### src/rtl/pif_regfile_if.sv
// Byte-level link between the I2C slave engine and the register file.
// master = I2C slave side, slave = register file side.
interface pif_regfile_if;
  logic       RX_VALID;
  logic [7:0] RX_DATA;
  logic       XFER_STOP;
  logic       TX_REQ;
  logic [7:0] TX_DATA;
  logic       TX_VALID;

  modport master (
    output RX_VALID, RX_DATA, XFER_STOP, TX_REQ,
    input  TX_DATA, TX_VALID
  );

  modport slave (
    input  RX_VALID, RX_DATA, XFER_STOP, TX_REQ,
    output TX_DATA, TX_VALID
  );
endinterface

### src/rtl/pif_regfile.sv
// I2C-fed register file: tagged address/data bytes, read-back, error counter.
// Optional build macro PIF_AUTOINC_EN: pointer post-increments on D_ADDR bytes in ARMED and served reads.
module pif_regfile #(
  parameter int unsigned NREGS = 8,
  parameter int unsigned DW    = 6
) (
  input  logic                CLK,
  input  logic                GSRn,
  pif_regfile_if.slave        pif,
  output logic [NREGS*DW-1:0] REG_FLAT,
  output logic                LED_SYNC,
  output logic                WR_STROBE,
  output logic [7:0]          ERR_CNT
);

  typedef enum logic {IDLE, ARMED} state_t;
  typedef enum logic [1:0] {
    A_ADDR = 2'b00,
    D_ADDR = 2'b01,
    TAG_R2 = 2'b10,
    TAG_R3 = 2'b11
  } tag_t;

  state_t         state_q, state_d;
  logic [5:0]     ptr_q, ptr_d;
  logic [DW-1:0]  regs_q [NREGS];
  logic [DW-1:0]  regs_d [NREGS];
  logic [7:0]     err_q, err_d;
  logic [7:0]     tx_data_q, tx_data_d;
  logic           tx_valid_q, tx_valid_d;
  logic           wr_strobe_q, wr_strobe_d;

  logic [5:0]     payload;
  tag_t           tag;
  logic [5:0]     rd_data;
  logic           ptr_hit;
  logic           wr_en;
  logic [1:0]     err_inc;
  logic [8:0]     err_sum;

  assign payload = pif.RX_DATA[5:0];
  assign tag     = tag_t'(pif.RX_DATA[7:6]);

  always_comb begin
    // Out-of-range pointer reads as all ones
    rd_data = '1;
    ptr_hit = 1'b0;
    for (int unsigned i = 0; i < NREGS; i++) begin
      if (ptr_q == 6'(i)) begin
        rd_data = 6'(regs_q[i]);
        ptr_hit = 1'b1;
      end
    end
  end

  always_comb begin
    state_d     = state_q;
    ptr_d       = ptr_q;
    tx_data_d   = tx_data_q;
    tx_valid_d  = 1'b0;
    wr_strobe_d = 1'b0;
    wr_en       = 1'b0;
    err_inc     = '0;

    if (pif.RX_VALID) begin
      case (tag)
        A_ADDR: begin
          ptr_d   = payload;
          state_d = ARMED;
        end
        D_ADDR: begin
          if (state_q == ARMED) begin
            if (ptr_hit) begin
              wr_en       = 1'b1;
              wr_strobe_d = 1'b1;
            end else begin
              err_inc = err_inc + 2'd1;
            end
`ifdef PIF_AUTOINC_EN
            ptr_d = ptr_q + 6'd1;
`endif
          end else begin
            err_inc = err_inc + 2'd1;
          end
        end
        default: err_inc = err_inc + 2'd1;
      endcase
      // A read request colliding with a received byte is dropped and counted
      if (pif.TX_REQ) err_inc = err_inc + 2'd1;
    end else if (pif.TX_REQ) begin
      tx_valid_d = 1'b1;
      tx_data_d  = {D_ADDR, rd_data};
`ifdef PIF_AUTOINC_EN
      ptr_d = ptr_q + 6'd1;
`endif
    end

    // Stop applies after the coincident byte was judged under the old state
    if (pif.XFER_STOP) state_d = IDLE;

    err_sum = {1'b0, err_q} + 9'(err_inc);
    err_d   = err_sum[8] ? 8'hFF : err_sum[7:0];

    for (int unsigned i = 0; i < NREGS; i++) begin
      regs_d[i] = regs_q[i];
      if (wr_en && ptr_q == 6'(i)) regs_d[i] = DW'(payload);
    end
  end

  always_ff @(posedge CLK or negedge GSRn) begin
    if (!GSRn) begin
      state_q     <= IDLE;
      ptr_q       <= '0;
      err_q       <= '0;
      tx_data_q   <= '0;
      tx_valid_q  <= 1'b0;
      wr_strobe_q <= 1'b0;
      for (int unsigned i = 0; i < NREGS; i++) regs_q[i] <= '0;
    end else begin
      state_q     <= state_d;
      ptr_q       <= ptr_d;
      err_q       <= err_d;
      tx_data_q   <= tx_data_d;
      tx_valid_q  <= tx_valid_d;
      wr_strobe_q <= wr_strobe_d;
      for (int unsigned i = 0; i < NREGS; i++) regs_q[i] <= regs_d[i];
    end
  end

  always_comb begin
    for (int unsigned i = 0; i < NREGS; i++) REG_FLAT[i*DW +: DW] = regs_q[i];
  end

  generate
    if (NREGS > 2) begin : g_led
      assign LED_SYNC = regs_q[2][0];
    end else begin : g_no_led
      assign LED_SYNC = 1'b0;
    end
  endgenerate

  assign pif.TX_DATA  = tx_data_q;
  assign pif.TX_VALID = tx_valid_q;
  assign WR_STROBE    = wr_strobe_q;
  assign ERR_CNT      = err_q;

endmodule

### src/flat_wrapper.sv
// flat-port wrapper written by rule: the top's interface ports become plain ports
module pif_regfile_flat 
#(
  parameter int unsigned NREGS = 8,
  parameter int unsigned DW    = 6
)
  (CLK, GSRn, REG_FLAT, LED_SYNC, WR_STROBE, ERR_CNT, pif_RX_VALID, pif_RX_DATA, pif_XFER_STOP, pif_TX_REQ, pif_TX_DATA, pif_TX_VALID);
  pif_regfile_if pif_i ();
  input  logic CLK;
  input  logic GSRn;
  output logic [NREGS*DW-1:0] REG_FLAT;
  output logic LED_SYNC;
  output logic WR_STROBE;
  output logic [7:0] ERR_CNT;
  input wire logic [$bits(pif_i.RX_VALID)-1:0] pif_RX_VALID;
  input wire logic [$bits(pif_i.RX_DATA)-1:0] pif_RX_DATA;
  input wire logic [$bits(pif_i.XFER_STOP)-1:0] pif_XFER_STOP;
  input wire logic [$bits(pif_i.TX_REQ)-1:0] pif_TX_REQ;
  output wire logic [$bits(pif_i.TX_DATA)-1:0] pif_TX_DATA;
  output wire logic [$bits(pif_i.TX_VALID)-1:0] pif_TX_VALID;
  assign pif_i.RX_VALID = pif_RX_VALID;
  assign pif_i.RX_DATA = pif_RX_DATA;
  assign pif_i.XFER_STOP = pif_XFER_STOP;
  assign pif_i.TX_REQ = pif_TX_REQ;
  assign pif_TX_DATA = pif_i.TX_DATA;
  assign pif_TX_VALID = pif_i.TX_VALID;
  pif_regfile #(.NREGS(NREGS), .DW(DW)) u_core (.CLK(CLK), .GSRn(GSRn), .pif(pif_i), .REG_FLAT(REG_FLAT), .LED_SYNC(LED_SYNC), .WR_STROBE(WR_STROBE), .ERR_CNT(ERR_CNT));
endmodule
### config.mk
export PLATFORM = sky130hd
export DESIGN_NAME = pif_regfile_flat
export DESIGN_NICKNAME = d
export VERILOG_FILES = /design/src/rtl/pif_regfile_if.sv /design/src/rtl/pif_regfile.sv /design/src/flat_wrapper.sv
export SDC_FILE = /design/constraint.sdc
export NUM_CORES = 1
export LEC_CHECK = 0
export ABC_AREA = 1
export BUFFER_PORTS_ARGS = -buffer_cell sky130_fd_sc_hd__clkbuf_2
export CORE_ASPECT_RATIO = 0.5
export CORE_UTILIZATION = 58
export DETAILED_ROUTE_END_ITERATION = 12
export HOLD_SLACK_MARGIN = 0.03
export PLACE_DENSITY = 0.85
export SLEW_MARGIN = 10
export SYNTH_ARGS = -nofsm -noshare
export SYNTH_HDL_FRONTEND = slang
export SYNTH_SLANG_ARGS = --single-unit
### constraint.sdc
create_clock -name CLK -period 7 [get_ports CLK]
set_clock_uncertainty 0.05 [all_clocks]
set_input_delay 0.35 -clock CLK [delete_from_list [all_inputs] [get_ports CLK]]
set_output_delay 0.35 -clock CLK [all_outputs]
set_load 0.05 [all_outputs]
==> flow_metrics.env, run 1 <==
export IMPL_status="complete, no violations"
export IMPL_ys_flop_type="dfrtp_1"
export IMPL_rows=19
export IMPL_cts_tree="built"
export IMPL_nFillCells=413
export IMPL_ios=80
export IMPL_nNetsFinal=504
export IMPL_crit_path_end_kind="register"
export IMPL_fmax_ghz=0.278
export IMPL_min_period_ns=3.60
export IMPL_gr_total_overflow=0
export IMPL_cp_arrival_ns=3.81
export IMPL_syn_to_final_growth_pct=19.8
export IMPL_placed_cell_area_sq_mm=0.00382
export IMPL_p_int_uw=813
export IMPL_crit_family="simple AND/OR/NAND/NOR gates"
export IMPL_synth_fp_nets=432
export IMPL_p_clk_frac=0.351
export IMPL_synth_cell_types=27
export IMPL_synth_area_per_cell_sq_um=8.27
export IMPL_grt_pass1_vias=2912
export IMPL_cpPeakStageDelay_ns=0.66
export IMPL_wirelength_mm=8.84
export IMPL_vias_per_cell=5.47
export IMPL_final_cell_mix="nand2_1, clkbuf_2, dfrtp_1"
export IMPL_period_share=0.514
export IMPL_place_inst=549
export IMPL_required_ns=7.21
export IMPL_ys_seq_area_frac=0.525
export IMPL_path_clk_slew_ns=0.05
export IMPL_grtUsageTotal=0.307
export IMPL_layout_drive_gt1_share=0.232
export IMPL_path_class="reg -> reg"
export IMPL_ctsLongestPathBuffers=2
export IMPL_min_to="u_core.state_q"
export IMPL_hold_path_class="in -> reg"
export IMPL_r2r_end="u_core.ERR_CNT[5]"
export IMPL_die_height_microns=56.4
export IMPL_syn_area_sq_mm=0.00343
export IMPL_drt_initial_drc_count=252
export IMPL_finalSetupTns_ns=0
export IMPL_rsz0062_at_grt="no"
export IMPL_cts_made_buffers=9
export IMPL_whs_path_depth=2
export IMPL_crit_path_start_kind="register"
export IMPL_num_vias=3086
export IMPL_port_buffers=78
export IMPL_max_vdd_ir_drop_uv=258
export IMPL_slew_violations=0
export IMPL_cap_violations=0
export IMPL_antenna_found_initial=0
export IMPL_stdcell_count=564
export IMPL_multi_input_area_sq_mm=0.00132
export IMPL_drtAntennaViolNets=0
export IMPL_grt_max_degree=73
export IMPL_crit_chain="nor2_2 > nand4_2 > o21ai_0 > inv_1 > ha_1 > nand2_1 > inv_1 > ha_1 > inv_1 > fa_1 > nor2_1 > nand2_1 > nor2_1 > and3_1 > nand2_1 > nand3_1"
export IMPL_ctsResizeCount=0
export IMPL_worst_r2r_path_depth=16
export IMPL_hold_buffers=0
export IMPL_firstDrtPassIters=5
export IMPL_clkSinkCount=72
export IMPL_gp_congestion=0.843
export IMPL_r2r_slack_ns=3.40
export IMPL_fin_area_sq_mm=0.00411
export IMPL_synthCells=415
export IMPL_p_per_area_mw_per_mm2=313
export IMPL_worstPathMaxFanout=20
export IMPL_pwr_share_comb=0.258
export IMPL_synth_top_area_cell="dfrtp_1"
export IMPL_worstMarginPinSlew_ns=0.907
export IMPL_async_flop_share=1.00
export IMPL_synth_seq_cells=72
export IMPL_hold_viol_final=0
export IMPL_start_util=0.614
export IMPL_p_sw_frac=0.368
export IMPL_synth_edff_count=0
export IMPL_final_setup_viol_count=0
export IMPL_netlist_area_leader_share=0.525
export IMPL_final_seq_area_sq_mm=0.00180
export IMPL_core_area_sq_mm=0.00559
export IMPL_drc=0
export IMPL_post_cts_buffers=0
export IMPL_hp_start="pif_XFER_STOP"
export IMPL_grt_pass1_wl_mm=14.5
export IMPL_rr_startpoint="u_core.ptr_q[5]"
export IMPL_seq_power_share=0.391
export IMPL_clock_latency_ns=0.33
export IMPL_ys_warn_count=0
export IMPL_synth_area_leaders="dfrtp_1, nand2_1, o21ai_1, inv_1, o21ai_0"
export IMPL_wire_per_inst_microns=15.7
export IMPL_die_area_sq_mm=0.00625
export IMPL_hpwl_mm=5.68
export IMPL_cpMaxStageDelayCell="nor2_2"
export IMPL_crit_buf_inv=3
export IMPL_final_common_cell="nand2_1"
export IMPL_p_sw_uw=472
export IMPL_die_w_microns=111
export IMPL_htreeDepth=3
export IMPL_slew_headroom=0.393
export IMPL_leakage_uw=0.00217
export IMPL_antenna_cells=0
export IMPL_cts_root_buf="clkbuf_16"
==> flip-flops by register name, indices dropped and copies added (netlist names) <==
name,cells
u_core.ERR_CNT,8
u_core.LED_SYNC,1
u_core.REG_FLAT,47
u_core.WR_STROBE,1
u_core.pif.TX_DATA,7
u_core.pif.TX_VALID,1
u_core.ptr_q,6
u_core.state_q,1
==> cell type report <==
class / instances / area share
clock inverters: 4 / 0.0110
repair buffers: 79 / 0.0968
clock buffers: 11 / 0.0591
multi-input cells: 268 / 0.321
well taps: 73 / 0.0222
flip-flops and latches: 72 / 0.438
inverters: 57 / 0.0521
==> synthesized netlist by cell type, types with 3 or more instances <==
library cell / instances
nor2_1: 32
a21oi_1: 4
inv_2: 4
ha_1: 3
nand4_2: 4
nand3_1: 7
nand2_1: 113
inv_1: 53
nand3b_1: 4
o21ai_0: 25
o21ai_1: 41
nand4_1: 16
nand3_2: 4
buf_4: 4
buf_2: 13
dfrtp_1: 72
==> stage by stage <==
stage	hold slack [ns]	total power [uW]	utilization	setup WS, ns
after global routing	0.104	1340	0.736	3.09
after detailed placement	0.409	827	0.684	3.55
final	0.109	1280	0.736	3.40
after global placement	0.403	817	0.684	3.70
after CTS	0.107	1280	0.736	3.43
after floorplan	0.00441	743	-	4.39
==> cells by family (layout without fill, tap and decap cells) <==
family          after synthesis  in the layout  synth area share
simple gates                191            191             0.260
other cells                   1              1           0.00109
flops                        72             72             0.525
compound gates               72             72             0.106
buf+inv                      75            151            0.0911
fa+ha+maj                     4              4            0.0168
==> routing by layer <==
| layer | up-vias | routed length (microns) | track usage |
|---|---|---|---|
| met5 | - | 0 | 0 |
| met4 | 0 | 189 | 0.130 |
| met3 | 19 | 790 | 0.0832 |
| met2 | 153 | 3970 | 0.478 |
| met1 | 1440 | 3890 | 0.411 |
| li1 | 1474 | - | - |
==> worst max-delay path by stage <==
| stage | slack (ns) | to | startpoint | cells after the start |
|---|---|---|---|---|
| final | 3.40 | u_core.ERR_CNT[5] | u_core.ptr_q[5] | 16 |
| after CTS | 3.43 | u_core.ERR_CNT[2] | u_core.ptr_q[5] | 16 |
| after global placement | 3.70 | u_core.ERR_CNT[3] | u_core.ptr_q[5] | 16 |
| after detailed placement | 3.55 | u_core.ERR_CNT[4] | u_core.ptr_q[5] | 16 |
| after global routing | 3.09 | u_core.ERR_CNT[1] | u_core.ptr_q[5] | 16 |
| after floorplan | 4.39 | u_core.ERR_CNT[4] | u_core.ptr_q[3] | 16 |
==> power groups by stage <==
stage | combinational (uW) | clock, uW | sequential, uW
detailed placement | 322 | 0 | 505
CTS | 329 | 453 | 501
global route | 356 | 475 | 507
floorplan | 127 | 0 | 616
finish | 332 | 451 | 502
global placement | 314 | 0 | 504
==> worst register-to-register path, cell delays in order (launching register included) <==
cell and delay (ns):
dfrtp_1 0.40, nor2_2 0.66, nand4_2 0.31, o21ai_0 0.20, inv_1 0.08, ha_1 0.27, nand2_1 0.05, inv_1 0.05
ha_1 0.13, inv_1 0.06, fa_1 0.38, nor2_1 0.18, nand2_1 0.07, nor2_1 0.14, and3_1 0.22, nand2_1 0.16
nand3_1 0.14
Note: power is estimated with default switching activity, not from simulation.
==> run 2, diff against run 1 <==
Settings changed: CORE_UTILIZATION 58 to 48, PLACE_DENSITY 0.85 to 0.75.
Clock period 7 ns to 3.2 ns, I/O delays scaled along.
==> run 2 against run 1 <==
Highest routed layer unchanged. Global-route usage fell by 7.4 points. Sequential share of layout area decreased by 0.86 points. Non-clock buffer count up 3. Sequential power rose by 120%. Critical path depth did not move. Count of clock-buffer cells in the layout up 3.
==> flow_metrics.env, run 2 (synthesis results as in run 1) <==
export IMPL_status="complete, no violations"
export IMPL_final_seq_area_sq_mm=0.00180
export IMPL_period_share=0.884
export IMPL_htreeDepth=3
export IMPL_die_area_sq_mm=0.00751
export IMPL_cts_made_buffers=9
export IMPL_clkSinkCount=72
export IMPL_num_vias=2944
export IMPL_drc=0
export IMPL_syn_to_final_growth_pct=22.2
export IMPL_grt_max_degree=73
export IMPL_slew_violations=0
export IMPL_cpPeakStageDelay_ns=0.42
export IMPL_cts_tree="built"
export IMPL_hold_buffers=2
export IMPL_rows=21
export IMPL_p_sw_frac=0.351
export IMPL_hold_viol_final=0
export IMPL_grt_pass1_wl_mm=12.6
export IMPL_cap_violations=0
export IMPL_cts_root_buf="clkbuf_16"
export IMPL_final_core_util=0.616
export IMPL_final_common_cell="nand2_1"
export IMPL_crit_buf_inv=3
export IMPL_worstMarginPinSlew_ns=0.907
export IMPL_vias_per_cell=5.02
export IMPL_grt_pass1_vias=2547
export IMPL_antenna_cells=0
export IMPL_multi_input_area_sq_mm=0.00132
export IMPL_die_height_microns=61.8
export IMPL_crit_family="simple AND/OR/NAND/NOR gates"
export IMPL_cpMaxStageDelayCell="dfrtp_1"
export IMPL_p_sw_uw=1000
export IMPL_rsz0062_at_grt="no"
export IMPL_pwr_share_comb=0.248
export IMPL_drtAntennaViolNets=0
export IMPL_drt_initial_drc_count=151
export IMPL_cp_arrival_ns=3.03
export IMPL_layout_drive_gt1_share=0.234
export IMPL_largest_register_ffs=47
export IMPL_path_clk_slew_ns=0.05
export IMPL_final_setup_viol_count=0
export IMPL_start_util=0.504
export IMPL_post_cts_buffers=0
export IMPL_ctsLongestPathBuffers=2
export IMPL_port_buffers=78
export IMPL_final_cell_mix="nand2_1, clkbuf_2, dfrtp_1"
export IMPL_p_per_area_mw_per_mm2=680
export IMPL_worstPathMaxFanout=6
export IMPL_ios=80
export IMPL_gr_total_overflow=0
export IMPL_gp_congestion=0.823
export IMPL_max_vdd_ir_drop_uv=487
export IMPL_crit_path_start_kind="register"
export IMPL_die_w_microns=122
export IMPL_min_period_ns=2.83
export IMPL_crit_chain="nor2_1 > nand4_2 > o21ai_0 > inv_1 > ha_1 > nand2_1 > inv_1 > ha_1 > inv_1 > fa_1 > nor2_1 > nand2_1 > nor2_1 > and3_1 > nand2_1 > o21ai_0"
export IMPL_antenna_found_initial=0
export IMPL_core_area_sq_mm=0.00681
export IMPL_clock_latency_ns=0.34
export IMPL_wire_per_inst_microns=13.9
export IMPL_hpwl_mm=5.62
export IMPL_p_clk_frac=0.369
export IMPL_crit_path_end_kind="register"
export IMPL_grtUsageTotal=0.233
export IMPL_path_class="reg -> reg"
export IMPL_fmax_ghz=0.354
export IMPL_slew_headroom=0.393
export IMPL_firstDrtPassIters=5
export IMPL_nFillCells=609
export IMPL_leakage_uw=0.00219
export IMPL_required_ns=3.40
export IMPL_nNetsFinal=507
export IMPL_hold_path_class="in -> reg"
export IMPL_p_int_uw=1850
export IMPL_ctsResizeCount=0
export IMPL_finalSetupTns_ns=0
export IMPL_seq_power_share=0.383
export IMPL_wirelength_mm=8.16
-- run 2: cell count changes in the layout (fill, tap and decap cells not counted) --
cell | before | now
buf_4 | 1 | 2
clkbuf_8 | 1 | 4
clkinv_2 | 3 | 1
dlygate4sd3_1 | 0 | 2
-- run 2: path summary, 6_finish.rpt --
check / from / to / slack (ns) / depth (start not counted)
worst min register to register: u_core.pif.TX_DATA[6] / u_core.pif.TX_DATA[6] / 0.42 / 1
min in group asynchronous: GSRn / u_core.pif.TX_VALID / 0.55 / 3
worst min-delay path: pif_RX_DATA[6] / u_core.WR_STROBE / 0.18 / 3
worst max-delay path: u_core.ptr_q[3] / u_core.ERR_CNT[2] / 0.37 / 16
worst max register to register: u_core.ptr_q[3] / u_core.ERR_CNT[2] / 0.37 / 16
max in group asynchronous: GSRn / u_core.REG_FLAT[30] / 1.97 / 3
-- run 2: cell type report --
type,count,share of cell area
clock buffer,14,0.0677
tap,92,0.0275
sequential,72,0.430
clock inverter,2,0.00836
multi-input combinational,268,0.314
inverter,57,0.0510
timing repair buffer,82,0.101
-- run 2: power groups by stage --
stage / registers (uW) / logic [uW] / clock network, uW
floorplan: 1350 / 277 / 0
global placement: 1100 / 696 / 0
detailed placement: 1100 / 705 / 0
CTS: 1090 / 709 / 1070
global route: 1100 / 772 / 1110
finish: 1090 / 708 / 1050
-- run 2: through the flow --
step	setup WS, ns	instances	hold WS, ns	total power, uW	cell area [sq um]
6_report	0.372	587	0.175	2850	4190
2_1_floorplan	0.591	415	-0.186	1630	3430
5_1_grt	0.138	587	0.172	2990	4190
3_3_place_gp	0.454	569	0.283	1800	3850
4_1_cts	0.350	587	0.163	2870	4190
3_5_place_dp	0.370	569	0.290	1810	3850
-- run 2: worst register-to-register path: cells and delay by family (launching register included) --
family                     cells  cell delay (ns)
and+or+nand+nor                8             1.10
buffers and inverters          3             0.16
DFF                            1             0.42
adders and majority gates      3             0.78
AOI/OAI and AO/OA              2             0.25
-- run 2: layer usage --
layer | track usage | share of wire
met5 | 0 | 0
met4 | 0.0988 | 0.016
met3 | 0.0693 | 0.070
met2 | 0.351 | 0.44
met1 | 0.319 | 0.47
